===== src/rtl/snes_pkg.sv =====
// Shared constants for the SNES multi-pad reader: button bit positions and FSM states.
package snes_pkg;

    localparam int B      = 0;
    localparam int Y      = 1;
    localparam int SELECT = 2;
    localparam int START  = 3;
    localparam int UP     = 4;
    localparam int DOWN   = 5;
    localparam int LEFT   = 6;
    localparam int RIGHT  = 7;
    localparam int A      = 8;
    localparam int X      = 9;
    localparam int L      = 10;
    localparam int R      = 11;

    typedef enum logic [2:0] {
        IDLE,
        LATCH,
        LOW,
        HIGH,
        DONE
    } state_t;

endpackage


===== src/rtl/snes_pad_shift.sv =====
// Per-pad datapath: 2-flop synchroniser, bit-indexed sample register, frame output register.
// SNES_EDGE_EN adds the press_pulse output (newly pressed buttons on the load cycle).
module snes_pad_shift
    import snes_pkg::*;
#(
    parameter int BITS  = 16,
    parameter int BIT_W = 4
) (
    input  logic             clk,
    input  logic             reset,
    input  logic             serial,
    input  logic             sample,
    input  logic [BIT_W-1:0] bit_idx,
    input  logic             load,
`ifdef SNES_EDGE_EN
    output logic [BITS-1:0]  press,
`endif
    output logic [BITS-1:0]  data
);

    logic [1:0]      sync_q;
    logic [BITS-1:0] shift_q;

    // Pad lines are active-low; store pressed as 1.
    always_ff @(posedge clk or posedge reset) begin
        if (reset) begin
            sync_q  <= '0;
            shift_q <= '0;
            data    <= '0;
        end else begin
            sync_q <= {sync_q[0], serial};
            if (sample)
                shift_q[bit_idx] <= ~sync_q[1];
            if (load)
                data <= shift_q;
        end
    end

`ifdef SNES_EDGE_EN
    always_ff @(posedge clk or posedge reset) begin
        if (reset)
            press <= '0;
        else
            press <= load ? (shift_q & ~data) : '0;
    end
`endif

endmodule


===== src/rtl/snes_multi_pad.sv =====
// Multi-pad SNES reader: shared latch/clock FSM and poll counter, one snes_pad_shift per pad.
// Optional macro SNES_EDGE_EN adds the press_pulse output.
module snes_multi_pad
    import snes_pkg::*;
#(
    parameter int NUM_PADS    = 2,
    parameter int BITS        = 16,
    parameter int HALF_TICKS  = 150,
    parameter int LATCH_TICKS = 300,
    parameter int POLL_TICKS  = 416750,
    parameter int CNT_W       = 20
) (
    input  logic                     clk,
    input  logic                     reset,
    input  logic                     poll_en,
    input  logic [NUM_PADS-1:0]      serial_data,
    output logic                     snes_clk,
    output logic                     data_latch,
    output logic [NUM_PADS*BITS-1:0] button_data,
`ifdef SNES_EDGE_EN
    output logic [NUM_PADS*BITS-1:0] press_pulse,
`endif
    output logic                     frame_valid,
    output logic                     busy
);

    localparam int BIT_W = (BITS > 1) ? $clog2(BITS) : 1;
    localparam logic [CNT_W-1:0] POLL_LAST  = CNT_W'(POLL_TICKS - 1);
    localparam logic [CNT_W-1:0] LATCH_LAST = CNT_W'(LATCH_TICKS - 1);
    localparam logic [CNT_W-1:0] HALF_LAST  = CNT_W'(HALF_TICKS - 1);
    localparam logic [BIT_W-1:0] BIT_LAST   = BIT_W'(BITS - 1);

    if (POLL_TICKS <= LATCH_TICKS + 2*HALF_TICKS*BITS + 1) begin : g_bad_poll
        $error("POLL_TICKS too short to hold one frame");
    end
    if (HALF_TICKS < 1 || LATCH_TICKS < 1) begin : g_bad_ticks
        $error("HALF_TICKS and LATCH_TICKS must be at least 1");
    end

    state_t           state;
    logic [CNT_W-1:0] poll_cnt;
    logic [CNT_W-1:0] phase;
    logic [BIT_W-1:0] bit_idx;
    logic             half_end;
    logic             sample;
    logic             load;

    assign half_end    = (phase == HALF_LAST);
    assign sample      = (state == LOW) && half_end;
    assign load        = (state == HIGH) && half_end && (bit_idx == BIT_LAST);
    assign snes_clk    = (state != LOW);
    assign data_latch  = (state == LATCH);
    assign frame_valid = (state == DONE);
    assign busy        = (state != IDLE);

    always_ff @(posedge clk or posedge reset) begin
        if (reset)
            poll_cnt <= '0;
        else
            poll_cnt <= (poll_cnt == POLL_LAST) ? '0 : poll_cnt + 1'b1;
    end

    // A counter zero seen outside IDLE is simply ignored, never queued.
    always_ff @(posedge clk or posedge reset) begin
        if (reset) begin
            state   <= IDLE;
            phase   <= '0;
            bit_idx <= '0;
        end else begin
            case (state)
                IDLE: if (poll_cnt == '0 && poll_en) begin
                    state <= LATCH;
                    phase <= '0;
                end
                LATCH: if (phase == LATCH_LAST) begin
                    state   <= LOW;
                    phase   <= '0;
                    bit_idx <= '0;
                end else begin
                    phase <= phase + 1'b1;
                end
                LOW: if (half_end) begin
                    state <= HIGH;
                    phase <= '0;
                end else begin
                    phase <= phase + 1'b1;
                end
                HIGH: if (half_end) begin
                    phase <= '0;
                    if (bit_idx == BIT_LAST) begin
                        state <= DONE;
                    end else begin
                        state   <= LOW;
                        bit_idx <= bit_idx + 1'b1;
                    end
                end else begin
                    phase <= phase + 1'b1;
                end
                DONE:    state <= IDLE;
                default: state <= IDLE;
            endcase
        end
    end

    // Output registers load on the edge into DONE, so new data lines up with frame_valid.
    for (genvar p = 0; p < NUM_PADS; p++) begin : g_pad
        snes_pad_shift #(
            .BITS  (BITS),
            .BIT_W (BIT_W)
        ) u_pad (
            .clk     (clk),
            .reset   (reset),
            .serial  (serial_data[p]),
            .sample  (sample),
            .bit_idx (bit_idx),
            .load    (load),
`ifdef SNES_EDGE_EN
            .press   (press_pulse[p*BITS +: BITS]),
`endif
            .data    (button_data[p*BITS +: BITS])
        );
    end

endmodule

===== config.mk =====
export PLATFORM = sky130hd
export DESIGN_NAME = snes_multi_pad
export DESIGN_NICKNAME = d
export VERILOG_FILES = /design/src/rtl/snes_pkg.sv /design/src/rtl/snes_pad_shift.sv /design/src/rtl/snes_multi_pad.sv
export SDC_FILE = /design/constraint.sdc
export NUM_CORES = 1
export LEC_CHECK = 0
export ABC_AREA = 0
export BUFFER_PORTS_ARGS = -buffer_cell sky130_fd_sc_hd__buf_4
export CORE_UTILIZATION = 35
export DETAILED_ROUTE_END_ITERATION = 12
export SLEW_MARGIN = 20
export SYNTH_ARGS = -nofsm -noshare
export SYNTH_HDL_FRONTEND = slang
export SYNTH_SLANG_ARGS = --single-unit

===== constraint.sdc =====
create_clock -name clk -period 4.4 [get_ports clk]
set_input_delay 0.88 -clock clk [delete_from_list [all_inputs] [get_ports clk]]
set_output_delay 0.88 -clock clk [all_outputs]
set_load 0.005 [all_outputs]

==> flow_summary.json, run 1 <==
{
  "grt_pass1_vias": 3599,
  "drcViolationCount": 0,
  "rows": 44,
  "worst_pin_slew_ns": 0.984,
  "coreArea_um2": 14600,
  "setup_viol": 0,
  "status": "finished, final reports clean",
  "syn_avg_cell_area_um2": 11.3,
  "worstPathCellList": "nor4_1 > nand3_1 > nor3_4 > buf_4 > nand2_1 > nor2_4 > mux2_2",
  "syn_area_um2": 5300,
  "crit_type": "flip-flop to flip-flop",
  "slew_headroom_pct": 34.2,
  "routed_wl_um": 10300,
  "slowest_stage": "nor2_4",
  "hold_buffers": 0,
  "finalCoreUtilization_pct": 43.0,
  "synth.most_common_cell": "dfrtp_1",
  "die_x_um": 125,
  "setup_slack_ns": 1.53,
  "ys_ff_latch": 115,
  "die_area_um2": 15700,
  "final_hold_viol_count": 0,
  "detail-route-antenna-nets": 0,
  "yosys.area.top_type_share_pct": 54.3,
  "finalCritPeriodShare_pct": 65.1,
  "drv_slew": 0,
  "gr-total-overflow": 0,
  "ys_seq_area_share_pct": 54.3,
  "drt-pass1-iter-count": 6,
  "hpwl_um": 6890,
  "finalWorstPathRequiredPeriod_ns": 2.87,
  "syn2layout_area_growth_pct": 18.7,
  "crit_arrival_ns": 3.17,
  "dieHeight_um": 125,
  "ir_worst_vdd_uv": 250,
  "clock_latency_ns": 0.42,
  "stdcell_count": 703,
  "io_pins": 41,
  "grt_antenna_before_repair": 0,
  "cts.repair_timing.setup_buffer_count": 0,
  "cts_tree": "yes",
  "crit_buf_inv": 1,
  "synth_common_cells": "115 x dfrtp_1, 45 x nor2_1, 33 x o21ai_0",
  "setup-tns-final_ns": 0,
  "ctsResizeCount": 0,
  "cp_top_family": "simple AND/OR/NAND/NOR gates",
  "nets": 520,
  "vias": 3555,
  "cts.sinks": 115,
  "clock_path_buffers": 2,
  "synth_largest_area_cell": "dfrtp_1",
  "synth_ff_type": "dfrtp_1",
  "syn_inst": 468,
  "holdCritPathClass": "flip-flop to flip-flop",
  "grt_usage_pct": 14.5,
  "pre_cts_ws_ns": 1.51,
  "yosys_warnings": 0,
  "synth_edf_count": 0,
  "crit_fanout": 32,
  "cp-end-kind": "flip-flop",
  "dp_cells": 671,
  "cts_root_buf": "clkbuf_16",
  "leakage_nw": 2.94,
  "fin_skew_ns": 0.00645,
  "async_flop_share_pct": 100,
  "worst_hold_slack_ns": 0.348,
  "start_util_pct": 36.2,
  "viasPerCell": 5.06,
  "synth_area_leaders": "dfrtp_1 54%, mux2_1 6.4%, xor2_1 4.3%",
  "cts_inserted_buffers": 17,
  "rsz0062_at_grt": "false",
  "cp_data_required_time_ns": 4.70,
  "gp_congestion": 0.790,
  "cts_max_level": 4,
  "maxCapViolations": 0,
  "startpoint_type": "flip-flop",
  "critPathMaxStageDelay_ns": 0.73,
  "dr.first_iter.drc_count": 215,
  "grt_start_max_net_pins": 76,
  "syn-num-nets": 482,
  "wl_per_cell_um": 14.6,
  "ys_types": 51,
  "clk_pin_slew_worst_paths_ns": 0.06,
  "port_buffers": 40,
  "fmax_ghz": 0.349,
  "p_per_area_nw_per_um2": 393,
  "n_antenna_cell": 0,
  "drive_gt1_share_pct": 18.5,
  "grt_pass1_wl_um": 17900
}
-- routing by layer --
| metal | up-vias | GRT usage, % | part of all wire (%) |
|---|---|---|---|
| met2 | 63 | 22.3 | 46 |
| met3 | 18 | 4.49 | 3.9 |
| met4 | 0 | 6.24 | 2.0 |
| li1 | 1721 | - | - |
| met1 | 1753 | 18.8 | 48 |
| met5 | - | 0 | 0 |
-- cells by family after synthesis --
logic type      count (synthesis)  share of synthesized area [%]
simple gates                  155                           16.3
mux                            41                           8.52
xor+xnor                       34                           5.61
compound gates                 72                           8.82
fa+ha+maj                       9                           2.12
buf+inv                        42                           4.32
flops                         115                           54.3
-- path summary, 6_finish.rpt --
check / cells past startpoint / slack (ns) / to / startpoint
max reg2reg: 7 / 1.53 / g_pad[0].u_pad.data[13] / phase[16]
min reg2reg: 0 / 0.35 / g_pad[0].u_pad.sync_q[1] / g_pad[0].u_pad.sync_q[0]
max: 7 / 1.53 / g_pad[0].u_pad.data[13] / phase[16]
max in group asynchronous: 3 / 2.85 / g_pad[1].u_pad.data[11] / reset
min: 0 / 0.35 / g_pad[0].u_pad.sync_q[1] / g_pad[0].u_pad.sync_q[0]
min in group asynchronous: 2 / 0.66 / g_pad[0].u_pad.data[2] / reset
-- layout by cell type, fill, tap and decap left out, types with 2 or more instances in the layout --
| cell | instances |
|---|---|
| clkinv_4 | 2 |
| nand3_4 | 3 |
| inv_1 | 16 |
| bufinv_16 | 2 |
| buf_4 | 43 |
| mux2i_1 | 8 |
| nand2_1 | 20 |
| clkbuf_16 | 17 |
| nor2b_1 | 4 |
| xor2_1 | 26 |
| clkinvlp_4 | 3 |
| and2_1 | 2 |
| o21ai_0 | 33 |
| and4_1 | 3 |
| or3_1 | 2 |
| o21ai_1 | 2 |
| xnor2_1 | 8 |
| inv_6 | 5 |
| and3_1 | 12 |
| mux2_2 | 3 |
| nor3_1 | 3 |
| nand4_1 | 10 |
| ha_1 | 9 |
| o31ai_1 | 25 |
| nor2_1 | 45 |
| mux2_1 | 30 |
| nand2b_1 | 4 |
| nand3_1 | 27 |
| inv_8 | 2 |
| nor3_2 | 4 |
| dfrtp_1 | 115 |
| nor4_1 | 5 |
| a21oi_1 | 3 |
-- where the power goes --
group | total (mW) | internal (mW) | leakage (nW) | switching (mW)
clock | 1.39 | 0.849 | 0.285 | 0.537
sequential | 1.06 | 1.06 | 1.55 | 0.00476
combinational | 0.0250 | 0.00418 | 1.10 | 0.0209
-- cell type report --
| type | instances | area [um2] |
|---|---|---|
| clock buffer | 17 | 425 |
| inverter | 18 | 70.1 |
| fill | 1397 | 8350 |
| clock inverter | 15 | 171 |
| tap | 184 | 230 |
| sequential | 115 | 2880 |
| timing repair buffer | 43 | 323 |
| multi-input combinational | 311 | 2200 |
-- worst register-to-register path: stages, from the launching register on --
cell	delay (ns)
dfrtp_1	0.41
nor4_1	0.37
nand3_1	0.24
nor3_4	0.21
buf_4	0.25
nand2_1	0.12
nor2_4	0.73
mux2_2	0.42
-- through the flow --
stage          total power, mW  instance area (um2)
2_1_floorplan             1.10                 5300
3_3_place_gp              1.11                 5700
3_5_place_dp              1.11                 5700
4_1_cts                   2.50                 6290
5_1_grt                   2.57                 6290
6_report                  2.48                 6290
-- flip-flops by register name, summed over array words and instances, names as in the netlist --
name	flops
g_pad.u_pad.data	32
state	3
poll_cnt	20
g_pad.u_pad.sync_q	4
bit_idx	4
g_pad.u_pad.shift_q	32
phase	20
(Power assumes the default switching activity.)
==> inputs of run 2 (changes only) <==
- ABC_AREA: 0 -> 1
- clock period: 4.4 -> 2.4 ns (I/O delays scaled with it)
==> flow_summary.json, run 2 <==
{
  "async_flop_share_pct": 100,
  "cts_inserted_buffers": 17,
  "crit_type": "flip-flop to primary output",
  "setup_viol": 0,
  "crit_fanout": 4,
  "grt_pass1_vias": 4744,
  "viasPerCell": 4.62,
  "grt_use_met2_pct": 25.7,
  "wl_per_cell_um": 12.9,
  "drcViolationCount": 0,
  "nets": 799,
  "synth_area_leaders": "dfrtp_1 49%, nand2_1 13%, inv_1 5.9%",
  "routed_wl_um": 13000,
  "finalWorstPathRequiredPeriod_ns": 1.99,
  "drt-pass1-iter-count": 5,
  "gr-total-overflow": 0,
  "pre_cts_ws_ns": 0.495,
  "rows": 46,
  "grt_start_max_net_pins": 116,
  "synth-adder-area-share_pct": 1.92,
  "rrSetupSlack_ns": 0.45,
  "die_area_um2": 17300,
  "hold_start": "serial_data[0]",
  "layout_commonest_cell": "nand2_1",
  "finalCritPeriodShare_pct": 83.0,
  "synth_ff_type": "dfrtp_1",
  "gp_congestion": 0.912,
  "layout_common_cells": "204 x nand2_1, 115 x dfrtp_1, 91 x inv_1",
  "grt_use_met1_pct": 22.1,
  "ys_types": 36,
  "syn-num-nets": 754,
  "grt_usage_pct": 16.6,
  "maxCapViolations": 0,
  "drive_gt1_share_pct": 13.3,
  "setup_slack_ns": 0.407,
  "port_buffers": 40,
  "syn_area_um2": 5870,
  "synth_compound_area_share_pct": 7.78,
  "io_pins": 41,
  "p_per_area_nw_per_um2": 656,
  "grt_pass1_wl_um": 23000,
  "coreArea_um2": 16100,
  "startpoint_type": "flip-flop",
  "synthSimpleGateAreaFrac_pct": 29.2,
  "dp_cells": 982,
  "cts_max_level": 4,
  "top_regs": "g_pad.u_pad.data x32, g_pad.u_pad.shift_q x32",
  "grt_antenna_before_repair": 0,
  "grt-busiest-layer": "met2",
  "syn_avg_cell_area_um2": 7.93,
  "synth_largest_area_cell": "dfrtp_1",
  "synth_edf_count": 0,
  "detail-route-antenna-nets": 0,
  "stdcell_count": 1013,
  "clock_path_buffers": 2,
  "crit_arrival_ns": 1.51,
  "design_area_um2": 7010,
  "setup.worst_path.start": "state[2]",
  "yosys.area.top_type_share_pct": 49.0,
  "syn_inst": 740,
  "die_x_um": 131,
  "dieHeight_um": 131,
  "synth_top_family_by_area": "simple AND/OR/NAND/NOR gates",
  "holdCritPathClass": "primary input to flip-flop",
  "grtUsageMet3_pct": 4.78,
  "status": "finished, final reports clean",
  "n_antenna_cell": 0,
  "drv_slew": 0,
  "ys_ff_latch": 115,
  "worst_pin_slew_ns": 0.702,
  "dr.first_iter.drc_count": 347,
  "leakage_nw": 3.26,
  "cts.sinks": 115,
  "synth.most_common_cell": "nand2_1",
  "final_hold_viol_count": 0,
  "postPlaceCellArea_um2": 6400,
  "synth_common_cells": "204 x nand2_1, 115 x dfrtp_1, 92 x inv_1",
  "cp_data_required_time_ns": 1.92,
  "syn2layout_area_growth_pct": 19.4,
  "clock_latency_ns": 0.42,
  "fmax_ghz": 0.502,
  "ys_seq_area_share_pct": 49.0,
  "synth_xor_xnor_area_share_pct": 3.88,
  "cts.repair_timing.setup_buffer_count": 0,
  "ir_worst_vdd_uv": 450,
  "vias": 4683,
  "clk_pin_slew_worst_paths_ns": 0.05,
  "ctsResizeCount": 0,
  "yosys_warnings": 0,
  "synthMuxAreaShare_pct": 0,
  "cp-end-kind": "primary output",
  "rr_startpoint": "bit_idx[0]",
  "rsz0062_at_grt": "false",
  "start_util_pct": 36.4,
  "setup-tns-final_ns": 0,
  "cts_root_buf": "clkbuf_16",
  "hold_buffers": 0,
  "hpwl_um": 8980,
  "fin_skew_ns": 0.0172,
  "cts_tree": "yes",
  "slew_headroom_pct": 52.8
}
[run 2: cell count changes after synthesis, sizes merged, moves of 28 or more]
cell and change:
inv +77, o21ai +36, nand3 +28, nand2 +187, mux2 -33, nor2 +41
[run 2: cell families (layout without fill, tap and decap cells)]
kind of cell               count (synthesis)  in the layout
and+or+nand+nor                          386            386
buffers and inverters                    119            176
DFF                                      115            115
AOI/OAI and AO/OA                         85             85
xor gates and xnor gates                  26             26
adders and majority gates                  9              9
[run 2: where the power goes]
group          total, mW  switching [mW]  internal (mW)
combinational     0.0474          0.0391        0.00828
clock               2.60           0.865           1.73
sequential          1.95         0.00957           1.94
[run 2: worst max-delay path, cell delays in order, from the launching register on]
cell	delay, ns
dfrtp_1	0.40
nor2_2	0.22
inv_2	0.04
nor2_1	0.19
inv_2	0.10
buf_4	0.16
[run 2: path summary, 6_finish.rpt]
check,cells after the start,to
worst max-delay path,5,snes_clk
min in group asynchronous,3,g_pad[1].u_pad.data[13]
worst min register to register,0,g_pad[1].u_pad.sync_q[1]
worst min-delay path,1,g_pad[0].u_pad.sync_q[0]
max in group asynchronous,3,poll_cnt[10]
worst max register to register,7,g_pad[1].u_pad.data[2]
[run 2: final cells by class]
cell class	count	area, um2
fillers	1611	9110
flip-flops and latches	115	2880
multi-input cells	506	2510
clock buffers	22	484
repair buffers	48	373
inverters	97	369
well taps	216	270
clock inverters	9	126
[run 2: through the flow]
step                util (%)  power (mW)  hold slack [ns]
floorplan                  -        2.01            0.331
global placement        39.7        2.04            0.336
global route            43.5        4.76            0.162
detailed placement      39.7        2.04            0.337
CTS                     43.5        4.67            0.167
finish                  43.5        4.60            0.178
[run 2: metal layers]
layer	part of all wire [%]	vias to the layer above
met5	0	-
met4	0.93	0
met3	3.3	13
met2	48	71
met1	48	2161
li1	-	2438
==> inputs of run 3 (changes only) <==
- clock period: 2.4 -> 1.75 ns (I/O delays scaled with it)
==> flow_summary.json, run 3 (synthesis gave the netlist of run 2 again) <==
{
  "status": "finished, final reports clean",
  "crit_type": "flip-flop to primary output",
  "critPathMaxStageDelay_ns": 0.46,
  "hpwl_um": 9410,
  "dr.first_iter.drc_count": 302,
  "p_clk_share_pct": 53.2,
  "port_buffers": 40,
  "grt_use_met1_pct": 21.6,
  "design_area_um2": 7340,
  "clk_pin_slew_worst_paths_ns": 0.05,
  "n_antenna_cell": 0,
  "grt_pass1_vias": 4686,
  "cts_max_level": 4,
  "cp_top_family": "flip-flops",
  "p_per_area_nw_per_um2": 800,
  "hold_buffers": 0,
  "pwr-share-comb_pct": 1.1,
  "crit_fanout": 5,
  "cts_root_buf": "clkbuf_16",
  "layout_common_cells": "199 x nand2_1, 115 x dfrtp_1, 89 x inv_1",
  "grt_antenna_before_repair": 0,
  "grt_usage_pct": 16.3,
  "layout_commonest_cell": "nand2_1",
  "cts.sinks": 115,
  "grt_start_max_net_pins": 97,
  "startpoint_type": "flip-flop",
  "grt_use_met2_pct": 25.6,
  "die_x_um": 131,
  "drcViolationCount": 0,
  "clock_path_buffers": 2,
  "internal_power_mw": 4.68,
  "finalCritPeriodShare_pct": 97.0,
  "ir_worst_vdd_uv": 580,
  "crit_arrival_ns": 1.35,
  "detail-route-antenna-nets": 0,
  "seqPwrFrac_pct": 45.6,
  "syn2layout_area_growth_pct": 25.1,
  "fin_skew_ns": 0.0172,
  "cp-end-kind": "primary output",
  "die_area_um2": 17300,
  "viasPerCell": 4.60,
  "worstPathCellList": "inv_1 > nor2_1 > nand2_1 > inv_2 > buf_4",
  "top_regs": "g_pad.u_pad.data x32, g_pad.u_pad.shift_q x32",
  "io_pins": 41,
  "grtUsageMet3_pct": 3.82,
  "finalWorstPathRequiredPeriod_ns": 1.70,
  "dieHeight_um": 131,
  "rsz0062_at_grt": "true",
  "drv_slew": 0,
  "leakage_nw": 3.43,
  "setup_viol": 0,
  "gr-total-overflow": 0,
  "swShare_pct": 20.3,
  "slew_headroom_pct": 60.9,
  "final_hold_viol_count": 0,
  "drive_gt1_share_pct": 18.5,
  "crit_buf_inv": 3,
  "setup-tns-final_ns": 0,
  "gp_congestion": 0.909,
  "power.switching_mw": 1.19,
  "clock_latency_ns": 0.42,
  "rows": 46,
  "wl_per_cell_um": 12.5,
  "reg2reg_depth": 10,
  "cts_inserted_buffers": 17,
  "cp_data_required_time_ns": 1.40,
  "worst_pin_slew_ns": 0.587,
  "start_util_pct": 36.4,
  "postPlaceCellArea_um2": 6700,
  "drt-pass1-iter-count": 4,
  "grt-busiest-layer": "met2",
  "finalCoreUtilization_pct": 45.6,
  "cts_tree": "yes",
  "grt_pass1_wl_um": 22800,
  "coreArea_um2": 16100,
  "nets": 835,
  "slowest_stage": "dfrtp_1",
  "holdCritPathClass": "primary input to asynchronous set/reset pin",
  "vias": 4820,
  "cp.depth": 5,
  "routed_wl_um": 13100,
  "fmax_ghz": 0.589,
  "maxCapViolations": 0
}
run 3: cell types whose count changed in the layout (fill, tap and decap cells not counted), sizes merged:
cell	delta
buf	+36
bufinv	-3
clkbuf	+3
clkinvlp	-1
inv	-1
run 3: cell type report:
class / count / area [um2]
Multi-Input combinational cell: 506 / 2590
Timing Repair Buffer: 84 / 697
Tap cell: 216 / 270
Clock inverter: 4 / 23.8
Inverter: 97 / 372
Clock buffer: 25 / 515
Fill cell: 1598 / 8770
Sequential cell: 115 / 2880
run 3: metal layers:
metal / part of all wire, % / up-vias
met5: 0 / -
met4: 1.3 / 0
met3: 3.1 / 16
met2: 46 / 60
met1: 49 / 2238
li1: - / 2506
run 3: stage by stage:
step | instances | power [mW] | setup WS (ns) | hold slack, ns
after floorplan | 740 | 2.76 | 0.000586 | 0.331
after global placement | 1016 | 2.80 | 0.0755 | 0.345
after detailed placement | 1016 | 2.80 | 0.0616 | 0.342
after CTS | 1046 | 5.97 | 0.00329 | 0.0174
after global routing | 1047 | 6.09 | -0.0389 | 0.0213
final | 1047 | 5.88 | 0.0523 | 0.0189
run 3: power groups by stage:
stage	logic, mW	registers [mW]	clock network (mW)
5_1_grt	0.0804	2.68	3.33
6_report	0.0670	2.68	3.13
3_5_place_dp	0.0725	2.73	0
3_3_place_gp	0.0721	2.73	0
2_1_floorplan	0.0455	2.72	0
4_1_cts	0.0725	2.68	3.22
run 3: worst min-delay path, stage by stage:
cell	delay (ns)
buf_4	0.12
clkinvlp_4	0.08
buf_4	0.26
run 3: timing repair:
| action | in CTS | in global routing |
|---|---|---|
| endpoints found under the setup margin | 1 | 59 |
| gates resized for setup | 2 | 22 |
| endpoints found under the hold margin | 0 | 0 |
| pin swaps | 1 | 4 |
| buffers inserted | 1 | 1 |
run 3: final timing paths:
| kind | startpoint | end | slack (ns) |
|---|---|---|---|
| setup / recovery | state[0] | data_latch | 0.05 |
| hold / removal | reset | g_pad[0].u_pad.data[15] | 0.02 |
| setup reg to reg | poll_cnt[1] | phase[2] | 0.11 |
| hold reg to reg | g_pad[0].u_pad.sync_q[0] | g_pad[0].u_pad.sync_q[1] | 0.36 |
| max in group asynchronous | reset | g_pad[1].u_pad.shift_q[6] | 1.25 |
| min in group clk | serial_data[1] | g_pad[1].u_pad.sync_q[0] | 0.04 |
